File: config.mk
export PLATFORM = sky130hd
export DESIGN_NAME = projectile_pool
export DESIGN_NICKNAME = d
export VERILOG_FILES = /design/src/rtl/projectile_pkg.sv /design/src/rtl/projectile_slot.sv /design/src/rtl/projectile_pool.sv
export SDC_FILE = /design/constraint.sdc
export NUM_CORES = 1
export LEC_CHECK = 0
export ABC_AREA = 0
export CORE_UTILIZATION = 59
export DETAILED_ROUTE_END_ITERATION = 8
export GPL_TIMING_DRIVEN = 0
export PLACE_DENSITY = 0.91
export SLEW_MARGIN = 20
export SYNTH_ARGS = -nofsm -noshare
export SYNTH_HDL_FRONTEND = slang
export SYNTH_SLANG_ARGS = --single-unit
File: constraint.sdc
create_clock -name frame_clk -period 8.2 [get_ports frame_clk]
set_input_delay 0.82 -clock frame_clk [delete_from_list [all_inputs] [get_ports frame_clk]]
set_output_delay 0.82 -clock frame_clk [all_outputs]
set_load 0.1 [all_outputs]
File: src/rtl/projectile_pkg.sv
// Shared types and default tuning for the player projectile pool.
// Used by projectile_slot and projectile_pool (see PROJECTILE_AUTOFIRE_EN in the top).
package projectile_pkg;

  localparam int XW = 10;
  localparam int PW = XW + 2;

  localparam int SPEED_DEF    = 10;
  localparam int COOLDOWN_DEF = 8;
  localparam int X_MIN_DEF    = 1;
  localparam int X_MAX_DEF    = 639;
  localparam int Y_OFFSET_DEF = 17;
  localparam logic [7:0] FIRE_KEY_DEF = 8'h2C;

  // Two guard bits so x +/- SPEED never wraps before the wall compare.
  typedef logic signed [PW-1:0] pos_t;

  typedef struct packed {
    logic          active;
    logic [XW-1:0] x;
    logic [XW-1:0] y;
    logic          dir;
  } slot_t;

  function automatic pos_t to_pos(input logic [XW-1:0] v);
    return pos_t'({2'b00, v});
  endfunction

  function automatic pos_t abs_pos(input pos_t v);
    return (v < 0) ? -v : v;
  endfunction

endpackage

File: src/rtl/projectile_slot.sv
// One bullet slot: holds position/direction, advances once per frame and
// retires on a boss hit (checked first) or on reaching either wall.
module projectile_slot
  import projectile_pkg::*;
#(
  parameter int SPEED = SPEED_DEF,
  parameter int X_MIN = X_MIN_DEF,
  parameter int X_MAX = X_MAX_DEF
) (
  input  logic          clk,
  input  logic          rst_n,
  input  logic          enable_i,
  input  logic          spawn_i,
  input  logic [XW-1:0] spawn_x_i,
  input  logic [XW-1:0] spawn_y_i,
  input  logic          spawn_dir_i,
  input  logic [XW-1:0] boss_x_i,
  input  logic [XW-1:0] boss_y_i,
  input  logic [XW-1:0] boss_s_i,
  output logic          active_o,
  output logic          active_d_o,
  output logic [XW-1:0] x_o,
  output logic [XW-1:0] y_o,
  output logic          hit_o
);

  slot_t slot_q, slot_d;
  pos_t  nx;
  logic  hit, wall;

  // NOTE: every always_comb output gets a default first, so no path can infer a latch.
  always_comb begin
    slot_d = slot_q;
    hit    = 1'b0;
    wall   = 1'b0;
    nx     = slot_q.dir ? to_pos(slot_q.x) + pos_t'(SPEED)
                        : to_pos(slot_q.x) - pos_t'(SPEED);
    if (!enable_i) begin
      slot_d.active = 1'b0;
    end else if (spawn_i) begin
      slot_d = '{active: 1'b1, x: spawn_x_i, y: spawn_y_i, dir: spawn_dir_i};
    end else if (slot_q.active) begin
      hit  = (abs_pos(nx - to_pos(boss_x_i)) <= to_pos(boss_s_i)) &&
             (abs_pos(to_pos(slot_q.y) - to_pos(boss_y_i)) <= to_pos(boss_s_i));
      wall = (nx >= pos_t'(X_MAX)) || (nx <= pos_t'(X_MIN));
      if (hit || wall) slot_d.active = 1'b0;
      else             slot_d.x      = nx[XW-1:0];
    end
  end

  // NOTE: state registers use non-blocking assignments so all slots update from the same old values.
  always_ff @(posedge clk or negedge rst_n) begin
    if (!rst_n) slot_q <= '0;
    else        slot_q <= slot_d;
  end

  assign active_o   = slot_q.active;
  assign active_d_o = slot_d.active;
  assign x_o        = slot_q.x;
  assign y_o        = slot_q.y;
  assign hit_o      = hit;

endmodule

File: src/rtl/projectile_pool.sv
// Multi-shot projectile engine: fire detection, lowest-free-slot allocation,
// cooldown and saturating hit counting. Define PROJECTILE_AUTOFIRE_EN for held-key autofire.
module projectile_pool
  import projectile_pkg::*;
#(
  parameter int         NUM_SLOTS = 4,
  parameter int         SPEED     = SPEED_DEF,
  parameter int         COOLDOWN  = COOLDOWN_DEF,
  parameter int         X_MIN     = X_MIN_DEF,
  parameter int         X_MAX     = X_MAX_DEF,
  parameter int         Y_OFFSET  = Y_OFFSET_DEF,
  parameter logic [7:0] FIRE_KEY  = FIRE_KEY_DEF
) (
  input  logic                    frame_clk,
  input  logic                    Reset_n,
  input  logic                    enable,
  input  logic [7:0]              keycode,
  input  logic [XW-1:0]           shooterX,
  input  logic [XW-1:0]           shooterY,
  input  logic                    direction,
  input  logic [XW-1:0]           BossX,
  input  logic [XW-1:0]           BossY,
  input  logic [XW-1:0]           BossS,
  output logic [XW*NUM_SLOTS-1:0] bulletX,
  output logic [XW*NUM_SLOTS-1:0] bulletY,
  output logic [NUM_SLOTS-1:0]    bullet_active,
  output logic                    hit_pulse,
  output logic [7:0]              hit_count,
  output logic                    pool_full
);

  logic                 key_now, fire_req, accept, found;
  logic                 prev_q, hit_pulse_q, pool_full_q;
  logic [7:0]           cd_q, cd_d, hit_count_q, hit_count_d;
  logic [NUM_SLOTS-1:0] active_nxt, hit, spawn;
  logic [3:0]           hit_sum;
  logic [8:0]           count_sum;
  logic [XW-1:0]        spawn_y;

  assign key_now = (keycode == FIRE_KEY);
  assign spawn_y = shooterY + XW'(Y_OFFSET);

`ifdef PROJECTILE_AUTOFIRE_EN
  assign fire_req = key_now;
`else
  assign fire_req = key_now & ~prev_q;
`endif

  // A request that cannot be served now is dropped, never queued.
  assign accept = enable && fire_req && (cd_q == 8'd0) && !(&bullet_active);

  always_comb begin
    spawn = '0;
    found = 1'b0;
    for (int i = 0; i < NUM_SLOTS; i++) begin
      if (accept && !bullet_active[i] && !found) begin
        spawn[i] = 1'b1;
        found    = 1'b1;
      end
    end
  end

  always_comb begin
    if (!enable)          cd_d = 8'd0;
    else if (accept)      cd_d = 8'(COOLDOWN);
    else if (cd_q != 8'd0) cd_d = cd_q - 8'd1;
    else                  cd_d = cd_q;
  end

  always_comb begin
    hit_sum = '0;
    for (int i = 0; i < NUM_SLOTS; i++) hit_sum = hit_sum + 4'(hit[i]);
    count_sum   = {1'b0, hit_count_q} + 9'(hit_sum);
    hit_count_d = count_sum[8] ? 8'hFF : count_sum[7:0];
  end

  for (genvar g = 0; g < NUM_SLOTS; g++) begin : g_slot
    projectile_slot #(
      .SPEED (SPEED),
      .X_MIN (X_MIN),
      .X_MAX (X_MAX)
    ) u_slot (
      .clk         (frame_clk),
      .rst_n       (Reset_n),
      .enable_i    (enable),
      .spawn_i     (spawn[g]),
      .spawn_x_i   (shooterX),
      .spawn_y_i   (spawn_y),
      .spawn_dir_i (direction),
      .boss_x_i    (BossX),
      .boss_y_i    (BossY),
      .boss_s_i    (BossS),
      .active_o    (bullet_active[g]),
      .active_d_o  (active_nxt[g]),
      .x_o         (bulletX[g*XW +: XW]),
      .y_o         (bulletY[g*XW +: XW]),
      .hit_o       (hit[g])
    );
  end

  always_ff @(posedge frame_clk or negedge Reset_n) begin
    if (!Reset_n) begin
      prev_q      <= 1'b0;
      cd_q        <= 8'd0;
      hit_pulse_q <= 1'b0;
      hit_count_q <= 8'd0;
      pool_full_q <= 1'b0;
    end else begin
      prev_q      <= key_now;
      cd_q        <= cd_d;
      hit_pulse_q <= |hit;
      hit_count_q <= hit_count_d;
      pool_full_q <= &active_nxt;
    end
  end

  assign hit_pulse = hit_pulse_q;
  assign hit_count = hit_count_q;
  assign pool_full = pool_full_q;

endmodule

* Word-level counts from Yosys, hierarchy flattened
Index checks and enable logic that the tools add are counted.
** Cells by class
- $add $sub $neg :: 30
- Magnitude comparators :: 24
- Equal/unequal tests :: 6
- Muxes and demuxes :: 54
- Bitwise gates (word level) :: 2
- Reductions and logical operators :: 47
** Operators by type and width (count)
- two-way mux 12 bit :: 12
- <= comparator 12 x 11 -> 1 bit :: 8
- two-way mux 11 bit :: 8
- greater-or-equal comparator 12 x 11 -> 1 bit, second input constant :: 4
- <= comparator 12 x 2 -> 1 bit, second input constant :: 4
- < comparator 12 x 1 -> 1 bit, second input constant :: 4
- negator 11 -> 12 bit :: 4
- negator 12 bit :: 4
- subtractor 12 x 11 -> 12 bit :: 4
- adder 10 x 4 -> 11 bit, second input constant :: 4
- < comparator 11 x 1 -> 1 bit, second input constant :: 4
- subtractor 10 x 10 -> 11 bit :: 4
- subtractor 10 x 4 -> 11 bit, second input constant :: 4
- two-way mux 10 bit :: 4
- two-way mux 8 bit :: 4
- two-way mux 1 bit :: 26
- logical AND 1 bit :: 14
- AND reduction 3 bit :: 4
- adder 10 x 5 -> 10 bit, second input constant :: 1
- adder 8 x 4 -> 9 bit :: 1
- equality test 8 x 6 -> 1 bit, second input constant :: 1
- logical NOT 1 bit :: 8
- logical NOT 8 bit :: 1
- logical OR 1 bit :: 8
- 13 further kinds :: 23
** Word-level totals
- Bits in registers :: 107
- Output and inout port bits :: 94

* Longest topological paths before layout
- Word-level depth :: 21
- Depth in mapped cells :: 31
- Gate-level depth less buffers :: 31

* Hierarchy
Synthesis repeated with hierarchy kept, for this count alone.
** Second synthesis, totals
- Cell total of the unflattened synthesis :: 1867
- Area total of the unflattened synthesis :: 15155.8 um^2
** Modules (own cells, without submodules)
- projectile_slot (g_slot[0].u_slot ...) :: times used 3, cells an instance 431, area an instance 3489.6 um^2, sequential area each 550.5 um^2
- projectile_slot (g_slot[1].u_slot) :: times used 1, cells an instance 452, area an instance 3487.1 um^2, sequential area each 550.5 um^2
- projectile_pool :: times used 1, cells an instance 122, area an instance 1199.9 um^2, sequential area each 475.5 um^2

* Least setup slack after synthesis
OpenSTA, ideal clock, no wires.
- Path kind :: register to register
- From :: reg g_slot[2].u_slot.slot_q, in the netlist g_slot[2].u_slot.x_o[3]
- To :: reg hit_count_q[6], in the netlist hit_count[6]
- Setup time :: 0.079 ns
- Data arrival time :: 6.251 ns
- Data required time :: 8.121 ns
- Path slack :: 1.870 ns
- Stages on the path, launching flop included :: 30
- Buffers on the path :: 1
- Cell sequence :: dfrtp_1 buf_2 a21o_1 and4_1 a31oi_1 xnor2_1 inv_1 ha_1 a21o_1 or4_1 a31oi_1 nand2b_1 o21ai_0 xor2_1 ha_1 nand2_1 o32ai_1 a31oi_1 nor3b_1 o31a_1 and3_1 nand3_1 fa_1 inv_1 fa_1 fa_1 and3_1 nand3_1 nor3_1 a21oi_1
** Between the ends
- Longest elaborated chain between the ends :: 14
- Elaborated cells on any way between the ends :: 16
- Classes of those cells :: add/sub (7); order compare (2); mux (6); reduce/logical (1)
** Ends and longest elaborated chain
- from (decl) :: RTL line projectile_slot.sv:27 : slot_t slot_q, slot_d;
- from (signal assigned) :: RTL line projectile_slot.sv:54 : else slot_q <= slot_d;
- subtractor 10 x 4 -> 11 bit or adder 10 x 4 -> 11 bit (tied branches) :: RTL line projectile_slot.sv:37, projectile_slot.sv:36
- two-way mux 12 bit (*) :: RTL line projectile_slot.sv:36 : nx = slot_q.dir ? to_pos(slot_q.x) + pos_t'(SPEED)
- subtractor 12 x 11 -> 12 bit (*) :: RTL line projectile_slot.sv:43 : hit = (abs_pos(nx - to_pos(boss_x_i)) <= to_pos(boss_s_i)) &&
- negator 12 bit or < comparator 12 x 1 -> 1 bit (tied branches) :: RTL line projectile_pkg.sv:30 : return (v < 0) ? -v : v;
- two-way mux 12 bit (*) :: RTL line projectile_pkg.sv:30
- <= comparator 12 x 11 -> 1 bit (*) :: RTL line projectile_slot.sv:43
- logical AND 1 bit (*) :: RTL line projectile_slot.sv:43
- two-way mux 1 bit (*) :: RTL line projectile_slot.sv:42 : end else if (slot_q.active) begin
- two-way mux 1 bit (*) :: RTL line projectile_slot.sv:40 : end else if (spawn_i) begin
- two-way mux 1 bit (*) :: RTL line projectile_slot.sv:38 : if (!enable_i) begin
- adder 2 x 1 -> 3 bit (*) :: RTL line projectile_pool.sv:72 : for (int i = 0; i < NUM_SLOTS; i++) hit_sum = hit_sum + 4'(hit[i]);
- adder 3 x 1 -> 4 bit (*) :: RTL line projectile_pool.sv:72
- adder 8 x 4 -> 9 bit (*) :: RTL line projectile_pool.sv:73 : count_sum = {1'b0, hit_count_q} + 9'(hit_sum);
- two-way mux 8 bit (*) :: RTL line projectile_pool.sv:74 : hit_count_d = count_sum[8] ? 8'hFF : count_sum[7:0];
- named net hit_count_d[6] :: RTL line projectile_pool.sv:34 : logic [7:0] cd_q, cd_d, hit_count_q, hit_count_d;
- to (signal assigned) :: RTL line projectile_pool.sv:112 : hit_count_q <= hit_count_d;
- to (decl) :: RTL line projectile_pool.sv:34
The timed path passes the listed nets; every way through them passes the cells marked *.
A chain may end at the register's enable or synchronous reset.

* Worst setup path after layout
- From :: in BossY[0]
- To :: reg hit_count_q[5], in the netlist hit_count[5]
** Between the ends
- Longest elaborated chain between the ends :: 13
- Elaborated cells on any way between the ends :: 41
- Classes of those cells :: add/sub (12); order compare (8); mux (17); reduce/logical (4)
** Ends and longest elaborated chain
- from (decl) :: RTL line projectile_pool.sv:22 : input logic [XW-1:0] BossY,
- subtractor 10 x 10 -> 11 bit :: RTL line projectile_slot.sv:44 : (abs_pos(to_pos(slot_q.y) - to_pos(boss_y_i)) <= to_pos(boss_s_i));
- negator 11 -> 12 bit or < comparator 11 x 1 -> 1 bit (tied branches) :: RTL line projectile_pkg.sv:30
- two-way mux 12 bit :: RTL line projectile_pkg.sv:30
- <= comparator 12 x 11 -> 1 bit :: RTL line projectile_slot.sv:44
- logical AND 1 bit :: RTL line projectile_slot.sv:43
- two-way mux 1 bit :: RTL line projectile_slot.sv:42
- two-way mux 1 bit :: RTL line projectile_slot.sv:40
- two-way mux 1 bit :: RTL line projectile_slot.sv:38
- adder 1 x 1 -> 2 bit :: RTL line projectile_pool.sv:72
- adder 2 x 1 -> 3 bit :: RTL line projectile_pool.sv:72
- adder 3 x 1 -> 4 bit (*) :: RTL line projectile_pool.sv:72
- adder 8 x 4 -> 9 bit (*) :: RTL line projectile_pool.sv:73
- two-way mux 8 bit (*) :: RTL line projectile_pool.sv:74
- named net hit_count_d[5] :: RTL line projectile_pool.sv:34
Marks and branches as above.

==> metrics.txt <==
Pwr Density 120 mW/mm²; number of global-route vias before repair 13.3k; Post-Syn Area 0.0141 mm²; Clock power frac 25.1%; status finished, final reports clean; post-cts resize count 0; sequential power share 28.9%; Synth area leaders dfrtp_1 (19%), ha_1 (16%), xnor2_1 (5.8%); clock root buffer master clkbuf_16; P_int 1.20 mW; Comb pwr share 46.1%; Mapped Nets 1995; router iterations before antenna repair 6; die width 157 µm; GP Congestion 0.995; Avg Synthesized Cell Area 8.11 µm²; switching pwr 0.774 mW; leakage power 7.45 nW; Core ar. 0.0235 mm²; total length of routed wires 43000 µm; Clock Skews 9.88 ps; post-synth top area share 18.9%; main combinational cell family by area after synthesis compound AO/OA/AOI/OAI gates; most frequent cells in the layout ha_1 (179), clkdlybuf4s50_1 (154), nand2_1 (142); Crit path arrival time 7810 ps; TritonCTS clock tree done; Switching Fraction 39.1%; #FFs+latches synth 107; row cnt 56; fmax 0.132 GHz; max-cap violation count 0; Post-synth EDFFs 0; Crit. End Element register; endpoints failing setup 0; Total Power 1.98 mW; layout cells sized above 1 8.98%; Synth area leader dfrtp_1; antenna-violating nets left 0; # diodes 0; DR iter-0 viols 1208; Worst path max stage delay 670 ps; Vias 14.0k; max-slew violation total from the final report 0; post-CTS setup buffers 0; clock tree buffer depth 2; die area 0.0246 mm²; Crit-path slowest cell clkdlybuf4s50_1; Clock Sinks 107; die height 157 µm; dpl hpwl 34200 µm; Synth Area in Adders 17.4%; setup tns final 0 ps; cell mode on critical path fa_1; crit path kind input pin to register; Num CTS Buffers 9; hold_buf cts 0; initial core utilization 60.2%; Layout fillers 1802; Max VDD drop 106 µV; Total GRT Usage 34.8%; WL per Instance 19.2 µm; RSZ-0062 raised after global routing false; initial antenna violation count 0; post-synth cell types 99; area grow syn2layout 16.4%; Synth Warn # 0; Syn Inst Count 1743; first-pass GRT wire length 66800 µm; Port-buffer cells 155; Crit Path Max Fanout 7; Overflow after GRT 0; final hold violation count 0; ys async rst share 100%; Post-Synth XOR/XNOR Area 9.54%; startpoint types input pin; fin crit period 7570 ps; final net count 2162; post-synthesis sequential area ratio 18.9%; simple-gate share of the synthesized area 21.0%; # IOs 156; Residual DRC 0; WHS 361 ps; mux cell area share after synthesis 2.20%; ys flop type dfrtp_1; Slew Limit Headroom 30.1%; H-tree depth 3; worst slew pin tran 1050 ps; Synth Area in Compound Gates 22.5%; Critical path buffers and inverters 3; Reg clk slew, reported paths 80 ps; family with the most delay on the worst path compound AO/OA/AOI/OAI gates; largest net degree at the start of global routing 68; Req. time, crit path 8440 ps; Clk Latency, worst-skew pair 370 ps; commonest non-fill, non-tap cell in the layout ha_1; DR vias/cell 6.29; Worst Hold Class input pin to asynchronous set/reset pin; fin crit share 92.4%
-- kinds of logic after synthesis --
family	Yosys count
xor gates and xnor gates	154
muxes	28
and+or+nand+nor	571
AOI/OAI and AO/OA	468
adders and majority gates	190
buffers and inverters	225
DFF	107
-- flip-flops by register name, indices dropped and copies added (netlist names) --
name	flops
g_slot.u_slot.slot_q	4
pool_full	1
prev_q	1
hit_pulse	1
hit_count	8
g_slot.u_slot.active_o	4
cd_q	8
g_slot.u_slot.x_o	40
g_slot.u_slot.y_o	40
-- cells in the mapped netlist (9+ instances only) --
master and number:
a211oi_1 17, a21o_1 30, a21oi_1 120, a22o_1 11, a22oi_1 12, a31oi_1 23, and2_1 15, and3_1 17
and4_1 9, buf_2 15, buf_4 85, clkbuf_1 18, dfrtp_1 107, fa_1 11, ha_1 179, inv_1 103
mux2_2 13, mux2i_1 12, nand2_1 142, nand2b_1 24, nand3_1 48, nand4_1 27, nor2_1 131, nor2b_1 33
nor3_1 32, nor3b_1 15, nor4_1 13, o211ai_1 20, o21a_1 25, o21ai_0 80, o21ai_1 10, o22ai_1 10
o31ai_1 10, or3_1 11, or4_1 11, xnor2_1 93, xor2_1 61
-- power groups by stage --
stage,logic (mW),registers (mW),clock network (mW)
floorplan,0.664,0.577,0
global placement,0.847,0.579,0
detailed placement,0.888,0.581,0
CTS,0.893,0.571,0.496
global route,1.00,0.574,0.514
finish,0.911,0.571,0.496
-- metrics by stage --
step | util, % | area [µm²] | worst slack (ps) | instances
floorplan | - | 14100 | 1870 | 1743
global placement | 68.6 | 16100 | 569 | 2217
detailed placement | 68.7 | 16100 | 382 | 2218
CTS | 70.1 | 16500 | 714 | 2234
global route | 70.1 | 16500 | 226 | 2234
finish | 70.1 | 16500 | 625 | 2234
-- cell type report --
| class | count | area (µm²) | share of cell area (%) |
|---|---|---|---|
| tap | 319 | 399 | 2.43 |
| buffer | 122 | 805 | 4.89 |
| sequential | 107 | 2680 | 16.3 |
| multi-input combinational | 1411 | 10300 | 62.4 |
| clock buffer | 10 | 239 | 1.45 |
| clock inverter | 6 | 93.8 | 0.570 |
| inverter | 103 | 387 | 2.35 |
| timing repair buffer | 156 | 1580 | 9.61 |
-- path summary, 6_finish.rpt --
| path | endpoint | slack [ps] | depth (start not counted) | from |
|---|---|---|---|---|
| setup / recovery | hit_count[5] | 630 | 28 | BossY[0] |
| hold / removal | g_slot[0].u_slot.x_o[5] | 360 | 1 | Reset_n |
| max in group asynchronous | g_slot[2].u_slot.y_o[3] | 7150 | 2 | Reset_n |
| min in group frame_clk | g_slot[0].u_slot.y_o[4] | 520 | 2 | g_slot[0].u_slot.y_o[4] |
| hold reg to reg | g_slot[0].u_slot.y_o[4] | 520 | 2 | g_slot[0].u_slot.y_o[4] |
| setup reg to reg | hit_count[5] | 970 | 29 | g_slot[0].u_slot.x_o[1] |
-- per-layer routing --
layer	share of wire [%]	routed length [µm]	track usage (%)
met5	0	0	0
met4	4.8	2070	17.5
met3	9.2	3940	6.95
met2	46	19600	57.5
met1	40	17400	43.1
No activity file was read; power rests on OpenSTA's default activity.
